--- src/rtl/platform_collision_scan_if.sv ---
`default_nettype none
// ============================================================================
// Module   : platform_collision_scan_if
// Purpose  : Bundles the configuration, scan-request and result signals of
//            the platform collision scanner.
//            master : level loader / player physics side (drives cfg + start)
//            slave  : collision scanner side (drives busy/done/results)
// Revision : 1.0  initial release
// ============================================================================
interface platform_collision_scan_if #(
    parameter int COORD_W  = 10,
    parameter int NUM_PLAT = 16
);
    localparam int IDX_W = $clog2(NUM_PLAT);

    // table load
    logic               cfg_we;
    logic               cfg_clear;
    logic [IDX_W-1:0]   cfg_idx;
    logic [COORD_W-1:0] cfg_x_min;
    logic [COORD_W-1:0] cfg_x_max;
    logic [COORD_W-1:0] cfg_y_top;
    logic [COORD_W-1:0] cfg_y_bot;
    // scan request
    logic               start;
    logic [COORD_W-1:0] player_x;
    logic [COORD_W-1:0] player_y;
    // status / results
    logic               busy;
    logic               done;
    logic               on_ground;
    logic [COORD_W-1:0] support_y;
    logic [IDX_W-1:0]   support_idx;
    logic               hit_ceiling;
    logic               hit_left_wall;
    logic               hit_right_wall;

    modport master (
        output cfg_we, cfg_clear, cfg_idx, cfg_x_min, cfg_x_max, cfg_y_top, cfg_y_bot,
        output start, player_x, player_y,
        input  busy, done, on_ground, support_y, support_idx,
        input  hit_ceiling, hit_left_wall, hit_right_wall
    );

    modport slave (
        input  cfg_we, cfg_clear, cfg_idx, cfg_x_min, cfg_x_max, cfg_y_top, cfg_y_bot,
        input  start, player_x, player_y,
        output busy, done, on_ground, support_y, support_idx,
        output hit_ceiling, hit_left_wall, hit_right_wall
    );
endinterface
`default_nettype wire

--- src/rtl/platform_collision_scan.sv ---
`default_nettype none
// ============================================================================
// Module   : platform_collision_scan
// Purpose  : Table-driven player-vs-platform collision engine. A writable
//            table of NUM_PLAT rectangles is scanned one entry per clock
//            against a sampled player box; ground support (with chosen
//            platform index/top), ceiling and wall contacts are reported
//            with a one-cycle done pulse.
// Ports    : clk    - system clock
//            reset  - synchronous, active-high
//            bus    - platform_collision_scan_if.slave (cfg, start, player
//                     position in; busy, done and result flags out)
// Revision : 1.0  initial release
// ============================================================================
module platform_collision_scan #(
    parameter int COORD_W     = 10,
    parameter int NUM_PLAT    = 16,
    parameter int PLAYER_W    = 16,
    parameter int PLAYER_H    = 16,
    parameter int LANDING_TOL = 8,
    parameter int CEILING_TOL = 12,
    parameter int WALL_TOL    = 2
) (
    input  wire logic                  clk,
    input  wire logic                  reset,
    platform_collision_scan_if.slave   bus
);
    localparam int IDX_W = $clog2(NUM_PLAT);
    localparam int W1    = COORD_W + 1;

    // Widened constants: sums are formed one bit wider so they never wrap.
    localparam logic [W1-1:0]      c_player_h   = W1'(PLAYER_H);
    localparam logic [W1-1:0]      c_player_wm1 = W1'(PLAYER_W - 1);
    localparam logic [W1-1:0]      c_land_tol   = W1'(LANDING_TOL);
    localparam logic [W1-1:0]      c_wall_tol_w = W1'(WALL_TOL);
    localparam logic [COORD_W-1:0] c_ceil_tol   = COORD_W'(CEILING_TOL);
    localparam logic [COORD_W-1:0] c_wall_tol   = COORD_W'(WALL_TOL);
    localparam logic [IDX_W-1:0]   c_last_idx   = IDX_W'(NUM_PLAT - 1);

    typedef enum logic [1:0] {
        S_IDLE = 2'd0,
        S_SCAN = 2'd1,
        S_DONE = 2'd2
    } state_t;

    state_t r_state;
    state_t w_state_nxt;
    logic   w_busy;
    logic   w_done;
    logic   w_accept;
    logic   w_last;

    // ---------------------------------------------------------------- table
    logic [COORD_W-1:0] r_x_min [NUM_PLAT];
    logic [COORD_W-1:0] r_x_max [NUM_PLAT];
    logic [COORD_W-1:0] r_y_top [NUM_PLAT];
    logic [COORD_W-1:0] r_y_bot [NUM_PLAT];
    logic [NUM_PLAT-1:0] r_valid;

    // Loads are only honoured while idle so a scan sees a stable table.
    always_ff @(posedge clk) begin
        if (reset) begin
            r_valid <= '0;
        end else if (r_state == S_IDLE) begin
            if (bus.cfg_clear) begin
                r_valid <= '0;
            end else if (bus.cfg_we) begin
                r_valid[bus.cfg_idx] <= 1'b1;
                r_x_min[bus.cfg_idx] <= bus.cfg_x_min;
                r_x_max[bus.cfg_idx] <= bus.cfg_x_max;
                r_y_top[bus.cfg_idx] <= bus.cfg_y_top;
                r_y_bot[bus.cfg_idx] <= bus.cfg_y_bot;
            end
        end
    end

    // ------------------------------------------------------------- registers
    logic [COORD_W-1:0] r_px, r_py;
    logic [IDX_W-1:0]   r_idx;
    logic               r_acc_found, r_acc_ceil, r_acc_left, r_acc_right;
    logic [COORD_W-1:0] r_acc_y;
    logic [IDX_W-1:0]   r_acc_idx;
    logic               r_on_ground, r_ceil, r_left, r_right;
    logic [COORD_W-1:0] r_support_y;
    logic [IDX_W-1:0]   r_support_idx;

    // ----------------------------------------------------- entry evaluation
    logic [COORD_W-1:0] w_ex_min, w_ex_max, w_ey_top, w_ey_bot;
    logic               w_valid;
    logic [W1-1:0]      w_feet, w_right, w_top_tol, w_xmin_tol;
    logic [COORD_W-1:0] w_ybot_lo, w_xmax_lo;
    logic               w_xov, w_yov, w_sup, w_ceil, w_lwall, w_rwall, w_take;
    logic               w_n_found, w_n_ceil, w_n_left, w_n_right;
    logic [COORD_W-1:0] w_n_y;
    logic [IDX_W-1:0]   w_n_idx;

    assign w_ex_min   = r_x_min[r_idx];
    assign w_ex_max   = r_x_max[r_idx];
    assign w_ey_top   = r_y_top[r_idx];
    assign w_ey_bot   = r_y_bot[r_idx];
    assign w_valid    = r_valid[r_idx];

    assign w_feet     = {1'b0, r_py} + c_player_h;
    assign w_right    = {1'b0, r_px} + c_player_wm1;
    assign w_top_tol  = {1'b0, w_ey_top} + c_land_tol;
    assign w_xmin_tol = {1'b0, w_ex_min} + c_wall_tol_w;
    // Lower edges of the ceiling and left-wall bands clamp at zero.
    assign w_ybot_lo  = (w_ey_bot > c_ceil_tol) ? (w_ey_bot - c_ceil_tol) : '0;
    assign w_xmax_lo  = (w_ex_max > c_wall_tol) ? (w_ex_max - c_wall_tol) : '0;

    assign w_xov   = w_valid && (w_right >= {1'b0, w_ex_min}) && (r_px <= w_ex_max);
    assign w_yov   = w_valid && (w_feet >= {1'b0, w_ey_top}) && (r_py <= w_ey_bot);
    assign w_sup   = w_xov && (w_feet >= {1'b0, w_ey_top}) && (w_feet <= w_top_tol);
    assign w_ceil  = w_xov && w_yov && (r_py >= w_ybot_lo) && (r_py <= w_ey_bot);
    assign w_lwall = w_yov && (r_px >= w_xmax_lo) && (r_px <= w_ex_max);
    assign w_rwall = w_yov && (w_right >= {1'b0, w_ex_min}) && (w_right <= w_xmin_tol);

    // Entries arrive in ascending index order, so a strict '>' keeps the
    // lowest index among equal platform tops.
    assign w_take    = w_sup && (!r_acc_found || (w_ey_top > r_acc_y));
    assign w_n_found = r_acc_found | w_sup;
    assign w_n_y     = w_take ? w_ey_top : r_acc_y;
    assign w_n_idx   = w_take ? r_idx : r_acc_idx;
    assign w_n_ceil  = r_acc_ceil  | w_ceil;
    assign w_n_left  = r_acc_left  | w_lwall;
    assign w_n_right = r_acc_right | w_rwall;

    // ------------------------------------------------------------------- FSM
    always_ff @(posedge clk) begin
        if (reset) begin
            r_state <= S_IDLE;
        end else begin
            r_state <= w_state_nxt;
        end
    end

    always_comb begin
        w_state_nxt = r_state;
        w_busy      = 1'b0;
        w_done      = 1'b0;
        w_accept    = 1'b0;
        w_last      = 1'b0;
        case (r_state)
            S_IDLE: begin
                if (bus.start) begin
                    w_accept    = 1'b1;
                    w_state_nxt = S_SCAN;
                end
            end
            S_SCAN: begin
                w_busy = 1'b1;
                if (r_idx == c_last_idx) begin
                    w_last      = 1'b1;
                    w_state_nxt = S_DONE;
                end
            end
            S_DONE: begin
                w_done      = 1'b1;
                w_state_nxt = S_IDLE;
            end
            default: w_state_nxt = S_IDLE;
        endcase
    end

    // -------------------------------------------------------------- datapath
    always_ff @(posedge clk) begin
        if (reset) begin
            r_px          <= '0;
            r_py          <= '0;
            r_idx         <= '0;
            r_acc_found   <= 1'b0;
            r_acc_y       <= '0;
            r_acc_idx     <= '0;
            r_acc_ceil    <= 1'b0;
            r_acc_left    <= 1'b0;
            r_acc_right   <= 1'b0;
            r_on_ground   <= 1'b0;
            r_support_y   <= '0;
            r_support_idx <= '0;
            r_ceil        <= 1'b0;
            r_left        <= 1'b0;
            r_right       <= 1'b0;
        end else if (w_accept) begin
            r_px        <= bus.player_x;
            r_py        <= bus.player_y;
            r_idx       <= '0;
            r_acc_found <= 1'b0;
            r_acc_y     <= '0;
            r_acc_idx   <= '0;
            r_acc_ceil  <= 1'b0;
            r_acc_left  <= 1'b0;
            r_acc_right <= 1'b0;
        end else if (w_busy) begin
            r_idx       <= r_idx + 1'b1;
            r_acc_found <= w_n_found;
            r_acc_y     <= w_n_y;
            r_acc_idx   <= w_n_idx;
            r_acc_ceil  <= w_n_ceil;
            r_acc_left  <= w_n_left;
            r_acc_right <= w_n_right;
            // Results publish on the final entry so they are valid with done.
            if (w_last) begin
                r_on_ground   <= w_n_found;
                r_support_y   <= w_n_y;
                r_support_idx <= w_n_idx;
                r_ceil        <= w_n_ceil;
                r_left        <= w_n_left;
                r_right       <= w_n_right;
            end
        end
    end

    assign bus.busy           = w_busy;
    assign bus.done           = w_done;
    assign bus.on_ground      = r_on_ground;
    assign bus.support_y      = r_support_y;
    assign bus.support_idx    = r_support_idx;
    assign bus.hit_ceiling    = r_ceil;
    assign bus.hit_left_wall  = r_left;
    assign bus.hit_right_wall = r_right;

endmodule
`default_nettype wire
--- src/flat_wrapper.sv ---
// flat-port wrapper written by rule: the top's interface ports become plain ports
module platform_collision_scan_flat 
#(
    parameter int COORD_W     = 10,
    parameter int NUM_PLAT    = 16,
    parameter int PLAYER_W    = 16,
    parameter int PLAYER_H    = 16,
    parameter int LANDING_TOL = 8,
    parameter int CEILING_TOL = 12,
    parameter int WALL_TOL    = 2
)
  (clk, reset, bus_cfg_we, bus_cfg_clear, bus_cfg_idx, bus_cfg_x_min, bus_cfg_x_max, bus_cfg_y_top, bus_cfg_y_bot, bus_start, bus_player_x, bus_player_y, bus_busy, bus_done, bus_on_ground, bus_support_y, bus_support_idx, bus_hit_ceiling, bus_hit_left_wall, bus_hit_right_wall);
  platform_collision_scan_if #(.COORD_W(COORD_W), .NUM_PLAT(NUM_PLAT)) bus_i ();
  input  wire logic clk;
  input  wire logic reset;
  input wire logic [$bits(bus_i.cfg_we)-1:0] bus_cfg_we;
  input wire logic [$bits(bus_i.cfg_clear)-1:0] bus_cfg_clear;
  input wire logic [$bits(bus_i.cfg_idx)-1:0] bus_cfg_idx;
  input wire logic [$bits(bus_i.cfg_x_min)-1:0] bus_cfg_x_min;
  input wire logic [$bits(bus_i.cfg_x_max)-1:0] bus_cfg_x_max;
  input wire logic [$bits(bus_i.cfg_y_top)-1:0] bus_cfg_y_top;
  input wire logic [$bits(bus_i.cfg_y_bot)-1:0] bus_cfg_y_bot;
  input wire logic [$bits(bus_i.start)-1:0] bus_start;
  input wire logic [$bits(bus_i.player_x)-1:0] bus_player_x;
  input wire logic [$bits(bus_i.player_y)-1:0] bus_player_y;
  output wire logic [$bits(bus_i.busy)-1:0] bus_busy;
  output wire logic [$bits(bus_i.done)-1:0] bus_done;
  output wire logic [$bits(bus_i.on_ground)-1:0] bus_on_ground;
  output wire logic [$bits(bus_i.support_y)-1:0] bus_support_y;
  output wire logic [$bits(bus_i.support_idx)-1:0] bus_support_idx;
  output wire logic [$bits(bus_i.hit_ceiling)-1:0] bus_hit_ceiling;
  output wire logic [$bits(bus_i.hit_left_wall)-1:0] bus_hit_left_wall;
  output wire logic [$bits(bus_i.hit_right_wall)-1:0] bus_hit_right_wall;
  assign bus_i.cfg_we = bus_cfg_we;
  assign bus_i.cfg_clear = bus_cfg_clear;
  assign bus_i.cfg_idx = bus_cfg_idx;
  assign bus_i.cfg_x_min = bus_cfg_x_min;
  assign bus_i.cfg_x_max = bus_cfg_x_max;
  assign bus_i.cfg_y_top = bus_cfg_y_top;
  assign bus_i.cfg_y_bot = bus_cfg_y_bot;
  assign bus_i.start = bus_start;
  assign bus_i.player_x = bus_player_x;
  assign bus_i.player_y = bus_player_y;
  assign bus_busy = bus_i.busy;
  assign bus_done = bus_i.done;
  assign bus_on_ground = bus_i.on_ground;
  assign bus_support_y = bus_i.support_y;
  assign bus_support_idx = bus_i.support_idx;
  assign bus_hit_ceiling = bus_i.hit_ceiling;
  assign bus_hit_left_wall = bus_i.hit_left_wall;
  assign bus_hit_right_wall = bus_i.hit_right_wall;
  platform_collision_scan #(.COORD_W(COORD_W), .NUM_PLAT(NUM_PLAT), .PLAYER_W(PLAYER_W), .PLAYER_H(PLAYER_H), .LANDING_TOL(LANDING_TOL), .CEILING_TOL(CEILING_TOL), .WALL_TOL(WALL_TOL)) u_core (.clk(clk), .reset(reset), .bus(bus_i));
endmodule
--- config.mk ---
export PLATFORM = sky130hd
export DESIGN_NAME = platform_collision_scan_flat
export DESIGN_NICKNAME = d
export VERILOG_FILES = /design/src/rtl/platform_collision_scan_if.sv /design/src/rtl/platform_collision_scan.sv /design/src/flat_wrapper.sv
export SDC_FILE = /design/constraint.sdc
export NUM_CORES = 1
export LEC_CHECK = 0
export ABC_AREA = 1
export CORE_ASPECT_RATIO = 1.25
export CORE_UTILIZATION = 50
export CTS_CLUSTER_DIAMETER = 80
export DETAILED_ROUTE_END_ITERATION = 6
export PLACE_DENSITY = 0.72
export SLEW_MARGIN = 20
export SYNTH_ARGS = -nofsm -noshare
export SYNTH_HDL_FRONTEND = slang
export SYNTH_SLANG_ARGS = --single-unit
--- constraint.sdc ---
create_clock -name clk -period 11.7 [get_ports clk]
set_input_delay 1.755 -clock clk [delete_from_list [all_inputs] [get_ports clk]]
set_output_delay 1.755 -clock clk [all_outputs]
set_load 0.005 [all_outputs]
# == Word level (Yosys, flattened, before mapping) ==
# Memory sizes are Yosys's and may differ from the RTL's. A register that Yosys moved wholly into a read port is not among the register bits.
# Cells that the tools add are included.
# word_totals
regBits,78
mem_bits_rw,640
in_bits,69
out_inout_bits,20
n_memories,4
# classes
add_sub_neg,7
order_cmp,14
n_eq_ne,5
n_mux,32
bitwise_logic,6
n_reduce_logical,23
# memory_table
name,depth,width,rd,rd_clocked_by_memory_dff,wr,line,source
u_core.r_x_max,16,10,1,1,1,platform_collision_scan.sv:55,logic [COORD_W-1:0] r_x_max [NUM_PLAT];
u_core.r_x_min,16,10,1,1,1,platform_collision_scan.sv:54,logic [COORD_W-1:0] r_x_min [NUM_PLAT];
u_core.r_y_bot,16,10,1,1,1,platform_collision_scan.sv:57,logic [COORD_W-1:0] r_y_bot [NUM_PLAT];
u_core.r_y_top,16,10,1,1,1,platform_collision_scan.sv:56,logic [COORD_W-1:0] r_y_top [NUM_PLAT];
# op_table
operator,count
4-bit 2-to-1 mux,9
16-bit 2-to-1 mux,2
10-bit 2-to-1 mux,3
"10-bit by 4-bit adder with 11-bit output, second input constant",2
11-bit by 10-bit >= comparator with 1-bit output,2
11-bit <= comparator,2
10-bit >= comparator,2
10-bit <= comparator,2
16-bit bitwise OR,1
1-bit logical AND,15
1-bit 2-to-1 mux,13
"10-bit by 2-bit adder with 11-bit output, second input constant",1
"10-bit by 5-bit adder with 11-bit output, second input constant",1
10-bit > comparator,1
"10-bit by 2-bit > comparator with 1-bit output, second input constant",1
"10-bit by 4-bit > comparator with 1-bit output, second input constant",1
"4-bit by 5-bit < comparator with 1-bit output, second input constant",2
"10-bit by 2-bit subtractor with 10-bit output, second input constant",1
"10-bit by 4-bit subtractor with 10-bit output, second input constant",1
"4-bit by 1-bit adder with 4-bit output, second input constant",1
1-bit binary-select mux with 4-bit select,1
1-bit demux with 4-bit select,1
"4-bit equality test, second input constant",1
"4-bit by 1-bit >= comparator with 1-bit output, second input constant",1
15 further kinds,20

# == Logic depth before layout (Yosys ltp) ==
# depth
ltp_word,8
depth_mapped,28

# == Least setup slack after synthesis ==
# Ideal clock, no wire load.
# synth_timing
kind,input to register
from,in bus_cfg_we
to,mem u_core.r_x_max[11][0] (enable)
arrival_ns,6.139
required_ns,11.159
slack_ns,5.020
stages,4
path_cell_list,nand2_1 > nor2_1 > nand2_1 > nor4_1
# synth_between
elab_chain_len,5
# synth_rtl
element,line,source
"start, declared",flat_wrapper.sv:16,input wire logic [$bits(bus_i.cfg_we)-1:0] bus_cfg_we;
1-bit 2-to-1 mux,platform_collision_scan.sv:67,end else if (bus.cfg_we) begin
1-bit 2-to-1 mux,platform_collision_scan.sv:65,if (bus.cfg_clear) begin
1-bit 2-to-1 mux,platform_collision_scan.sv:64,end else if (r_state == S_IDLE) begin
1-bit 2-to-1 mux,platform_collision_scan.sv:62,if (reset) begin
1-bit 2-to-1 mux (not written as such),platform_collision_scan.sv:70,r_x_max[bus.cfg_idx] <= bus.cfg_x_max;
"end, declared",platform_collision_scan.sv:55,
# No other way between the ends.

==> impl.org <==
** Finish
- Footprint of the multi-input gates :: 0.00944 mm2
- Excluding fillers, the count of instances in the completed layout stands at 3,703.
- Leaving out fill and tap cells, the most frequent cell in the layout is sky130_fd_sc_hd__edfxtp_1.
- For this run, the post-layout net count is 2,979.
- The library cells used most frequently in the layout, excluding fill and tap cells, are sky130_fd_sc_hd__edfxtp_1 (640), sky130_fd_sc_hd__nor2_1 (489), sky130_fd_sc_hd__o21ai_0 (342).
- Area of all sequential standard cells :: 0.0209 mm2
- Area growth from synthesis to layout :: 11.5%
- Filler cells :: 5,022
- Of the cells placed in the final design, the portion with a size suffix greater than 1 is 0.0655.

** Detailed routing
- Iter 0 DRT Violations :: 2,309
- Routed via count :: 22,001
- DRC :: 0
- Routed Wire Length :: 79,300 um
- In the routed layout, each cell is associated on average with a via count of 5.94.
- The first detailed-routing pass took 5 iterations.
- Detailed-route wire length per cell :: 21.4 um
- Post-DRT Antenna Nets :: 0

** Yosys
- The area fraction in compound gates after synthesis is 0.125.
- Register bit total from synthesis :: 722
- Syn Area/Cell :: 11.4 um2
- For this run, the number of Yosys warnings is 0.
- Of the total synthesized cell area, the portion taken by AND, OR, NAND and NOR gates is 0.125.
- After synthesis, the share of flip-flops with an asynchronous set or reset is 0.
- Area share of the largest cell type after synthesis :: 0.606
- Unique masters post-synth :: 44
- The portion of synthesized area spent on multiplexers is 0.
- Of the total synthesized cell area, the portion taken by full adders, half adders and majority gates is 0.0375.
- Post-Synthesis Cells :: 2,782
- Area leader, netlist :: sky130_fd_sc_hd__edfxtp_1
- Of the synthesized area, sequential elements account for 0.658.
- Of the total synthesized cell area, the portion taken by XOR and XNOR cells is 0.00636.
- Number of nets in the synthesized netlist :: 2,946
- By area, the combinational part of the netlist is dominated by compound AO/OA/AOI/OAI gates.
- In this run the cell area of the synthesized design comes to 0.0317 mm2.
- In the post-synthesis netlist, the biggest area contributors are sky130_fd_sc_hd__edfxtp_1 (61%), sky130_fd_sc_hd__nor2_1 (5.9%), sky130_fd_sc_hd__o21ai_0 (5.4%), sky130_fd_sc_hd__dfxtp_1 (5.2%), sky130_fd_sc_hd__ha_1 (3.7%).
- Counting flops with a built-in enable in the synthesized netlist gives 640.
- Top_reg_cell synth :: sky130_fd_sc_hd__edfxtp_1

** Clock tree
- Clock tree from TritonCTS :: built
- Buffers inserted to repair hold after CTS numbered 0.
- Gates resized during post-CTS repair numbered 0.
- Deepest level of the CTS H-tree :: 3
- Max Root-Sink Buffers :: 3
- Post CTS Setup Buffer Count :: 0
- Clock-pin slew was measured on the worst setup and hold paths at 0.07 ns.
- Worst-skew pair later-pin latency :: 0.63 ns
- Clock tree synthesis selected as its root buffer the cell sky130_fd_sc_hd__clkbuf_16.
- Buffers inserted during clock tree synthesis total 69.
- # clock sinks :: 722

** Power
- Part of the total power dissipated in the clock network :: 0.411
- For this design the ratio of total power to cell area is 155 mW/mm2.
- Internal power contribution :: 4.22 mW
- Leakage :: 12.2 nW
- Across the VDD grid, the largest voltage drop is 0.105 mV.
- Share of power burned in registers :: 0.519
- Of the total power, the share spent switching nets is 0.229.
- Switching power :: 1.25 mW
- The share of total power dissipated in combinational logic is 0.070.

** Run status
- The run finished with clean final reports.

** Run
- Count of max-cap constraint violations :: 0

** Global routing
- Pin count of the biggest net entering global routing :: 190
- The via count of the first global-routing pass came to 21,596.
- Antenna violations before repair :: 4
- First-pass GRT wire length :: 122,000 um
- For this run, the total global-route usage over all layers was measured as 0.246.
- Final global-route overflow total :: 0

** Hold path
- The min-delay analysis places its worst path in the category reg -> reg.
- Along the worst hold path, the cell count comes to 2.
- For hold timing, the worst endpoint is u_core.r_acc_ceil.
- The startpoint identified for the worst hold timing path is u_core.r_acc_ceil.

** STA
- Unrepaired setup endpoints after global routing :: false
- Shortest clock period the worst path allows after layout :: 5.91 ns
- Final setup slack of the worst path :: 5.79 ns
- # setup viols final :: 0
- The number of max-slew violations in the final report is 0.
- Pin slew with the least headroom to its limit :: 1.05 ns
- Summed over all failing endpoints, the final setup total negative slack is 0 ns.
- Maximum clock rate :: 169 MHz
- Clock skew on the completed layout was measured at 0.0277 ns.
- In this run the tightest slew margin relative to its limit is 0.302.
- Dividing the final minimum period by the clock period gives 0.505.
- Final hold violation count :: 0

** Placed design
- Buffers placed on the I/O ports in this run total 88.
- Routability cong. :: 0.877
- The HPWL after detailed placement is 45,100 um.
- In this run, placement finished with an instance count of 3,576.
- Pre-CTS setup slack :: 5.97 ns

** Worst setup path
- In this run the worst path has a maximum fanout of 189.
- The endpoint identified for the worst register-to-register timing path is u_core.bus.support_idx[2].
- STA classifies the critical path endpoint as a flip-flop.
- For the worst flop-to-flop path, the logic depth is 17.
- Across all register-to-register paths, the minimum setup slack is 5.79 ns.
- The worst setup path is launched from a flip-flop.
- Data arrives at the worst endpoint at 6.45 ns.
- Data on the critical path is required at its endpoint by 12.24 ns.
- The worst setup path is of the reg -> reg kind.

** Die
- Die Width :: 227 um
- Standard cell core area :: 0.0623 mm2
- Row cnt :: 102
- I/O pin total :: 89
- Measured along the y axis, the die boundary spans 284 um.
- Starting utilization of the core area :: 0.509
- Die Footprint :: 0.0644 mm2
## cells in the mapped netlist (11+ instances only)
cell                       instances
sky130_fd_sc_hd__xor2_1           20
sky130_fd_sc_hd__nand4_1          14
sky130_fd_sc_hd__nand2_1         220
sky130_fd_sc_hd__edfxtp_1        640
sky130_fd_sc_hd__o21ai_1          33
sky130_fd_sc_hd__buf_4            22
sky130_fd_sc_hd__clkbuf_1         53
sky130_fd_sc_hd__ha_1             95
sky130_fd_sc_hd__inv_2            11
sky130_fd_sc_hd__o211ai_1         88
sky130_fd_sc_hd__buf_2            52
sky130_fd_sc_hd__o22ai_1          25
sky130_fd_sc_hd__nand3_1         151
sky130_fd_sc_hd__nor3_1           30
sky130_fd_sc_hd__inv_1           140
sky130_fd_sc_hd__o221ai_1         76
sky130_fd_sc_hd__nor2_1          500
sky130_fd_sc_hd__a21oi_1         100
sky130_fd_sc_hd__dfxtp_1          82
sky130_fd_sc_hd__buf_6            22
sky130_fd_sc_hd__o21ai_0         342
## kinds of logic (layout without fill, tap and decap cells)
family                     Yosys count  in the layout
buffers and inverters              313            400
other                                0              2
xor gates and xnor gates            23             23
DFF                                722            722
and+or+nand+nor                    950            950
AOI/OAI and AO/OA                  679            679
adders and majority gates           95             95
## through the flow
step | hold WS, ns | area, um2 | total power, mW | utilization
2_1_floorplan | 0.437 | 31700 | 3.14 | -
3_3_place_gp | 0.450 | 33100 | 3.25 | 0.531
3_5_place_dp | 0.450 | 33100 | 3.27 | 0.531
4_1_cts | 0.460 | 35300 | 5.49 | 0.567
5_1_grt | 0.490 | 35300 | 5.64 | 0.567
6_report | 0.456 | 35300 | 5.47 | 0.567
## layout make-up
cell class	instances	share of cell area
Multi-Input combinational cell	1747	0.267
Sequential cell	722	0.591
Inverter	156	0.0168
Clock buffer	83	0.0504
Timing Repair Buffer	119	0.0319
Tap cell	832	0.0295
Antenna cell	2	0.000142
Clock inverter	42	0.0134
## worst max-delay path: stages, from the launching register on
cell	delay, ns
sky130_fd_sc_hd__dfxtp_4	0.80
sky130_fd_sc_hd__buf_4	0.73
sky130_fd_sc_hd__buf_12	0.63
sky130_fd_sc_hd__o21ai_0	0.23
sky130_fd_sc_hd__o221ai_1	0.22
sky130_fd_sc_hd__o211ai_1	0.12
sky130_fd_sc_hd__nand2_1	0.35
sky130_fd_sc_hd__ha_1	0.33
sky130_fd_sc_hd__nand2_1	0.09
sky130_fd_sc_hd__nor2_1	0.06
sky130_fd_sc_hd__o211ai_1	0.10
sky130_fd_sc_hd__o2111ai_1	0.16
sky130_fd_sc_hd__a21oi_1	0.83
sky130_fd_sc_hd__inv_1	0.50
sky130_fd_sc_hd__nand3_1	0.28
sky130_fd_sc_hd__nand3_1	0.12
sky130_fd_sc_hd__nand2_1	0.08
sky130_fd_sc_hd__inv_1	0.03
## sequential cells by signal, indices dropped and copies added, names as in the netlist, 2 cells and up, named ones only
register                flops
u_core.bus.support_idx      4
u_core.r_acc_y             10
u_core.r_acc_idx            4
u_core.r_px                10
u_core.r_x_max            160
u_core.r_valid             16
u_core.r_y_bot            160
u_core.r_py                10
u_core.r_x_min            160
u_core.r_y_top            160
u_core.bus.support_y       10
u_core.r_idx                4
u_core.r_state              2
## how the worst max path moves through the flow
stage	from	endpoint	slack [ns]	depth (start not counted)
finish	flip-flop	u_core.bus.support_idx[2]	5.79	17
global route	flip-flop	u_core.r_acc_y[3]	5.35	22
CTS	flip-flop	u_core.bus.support_idx[2]	5.93	22
detailed placement	bus_cfg_we	u_core.r_y_bot[7][1]	5.97	6
global placement	bus_cfg_we	u_core.r_y_bot[3][1]	6.09	6
floorplan	bus_cfg_we	u_core.r_x_max[11][0]	5.02	4
## power groups by stage
stage | logic (mW) | clock network, mW | registers [mW]
after CTS | 0.381 | 2.27 | 2.84
after global routing | 0.429 | 2.37 | 2.84
after detailed placement | 0.377 | 0 | 2.89
after global placement | 0.359 | 0 | 2.89
after floorplan | 0.256 | 0 | 2.88
final | 0.383 | 2.25 | 2.84
## routing by layer
metal / track usage / share of wire / vias to the layer above
met5: 0 / 0.00029 / -
met4: 0.109 / 0.035 / 4
met3: 0.0429 / 0.071 / 167
met2: 0.415 / 0.50 / 900
met1: 0.308 / 0.39 / 10797
li1: - / - / 10133
(Power assumes the default switching activity.)
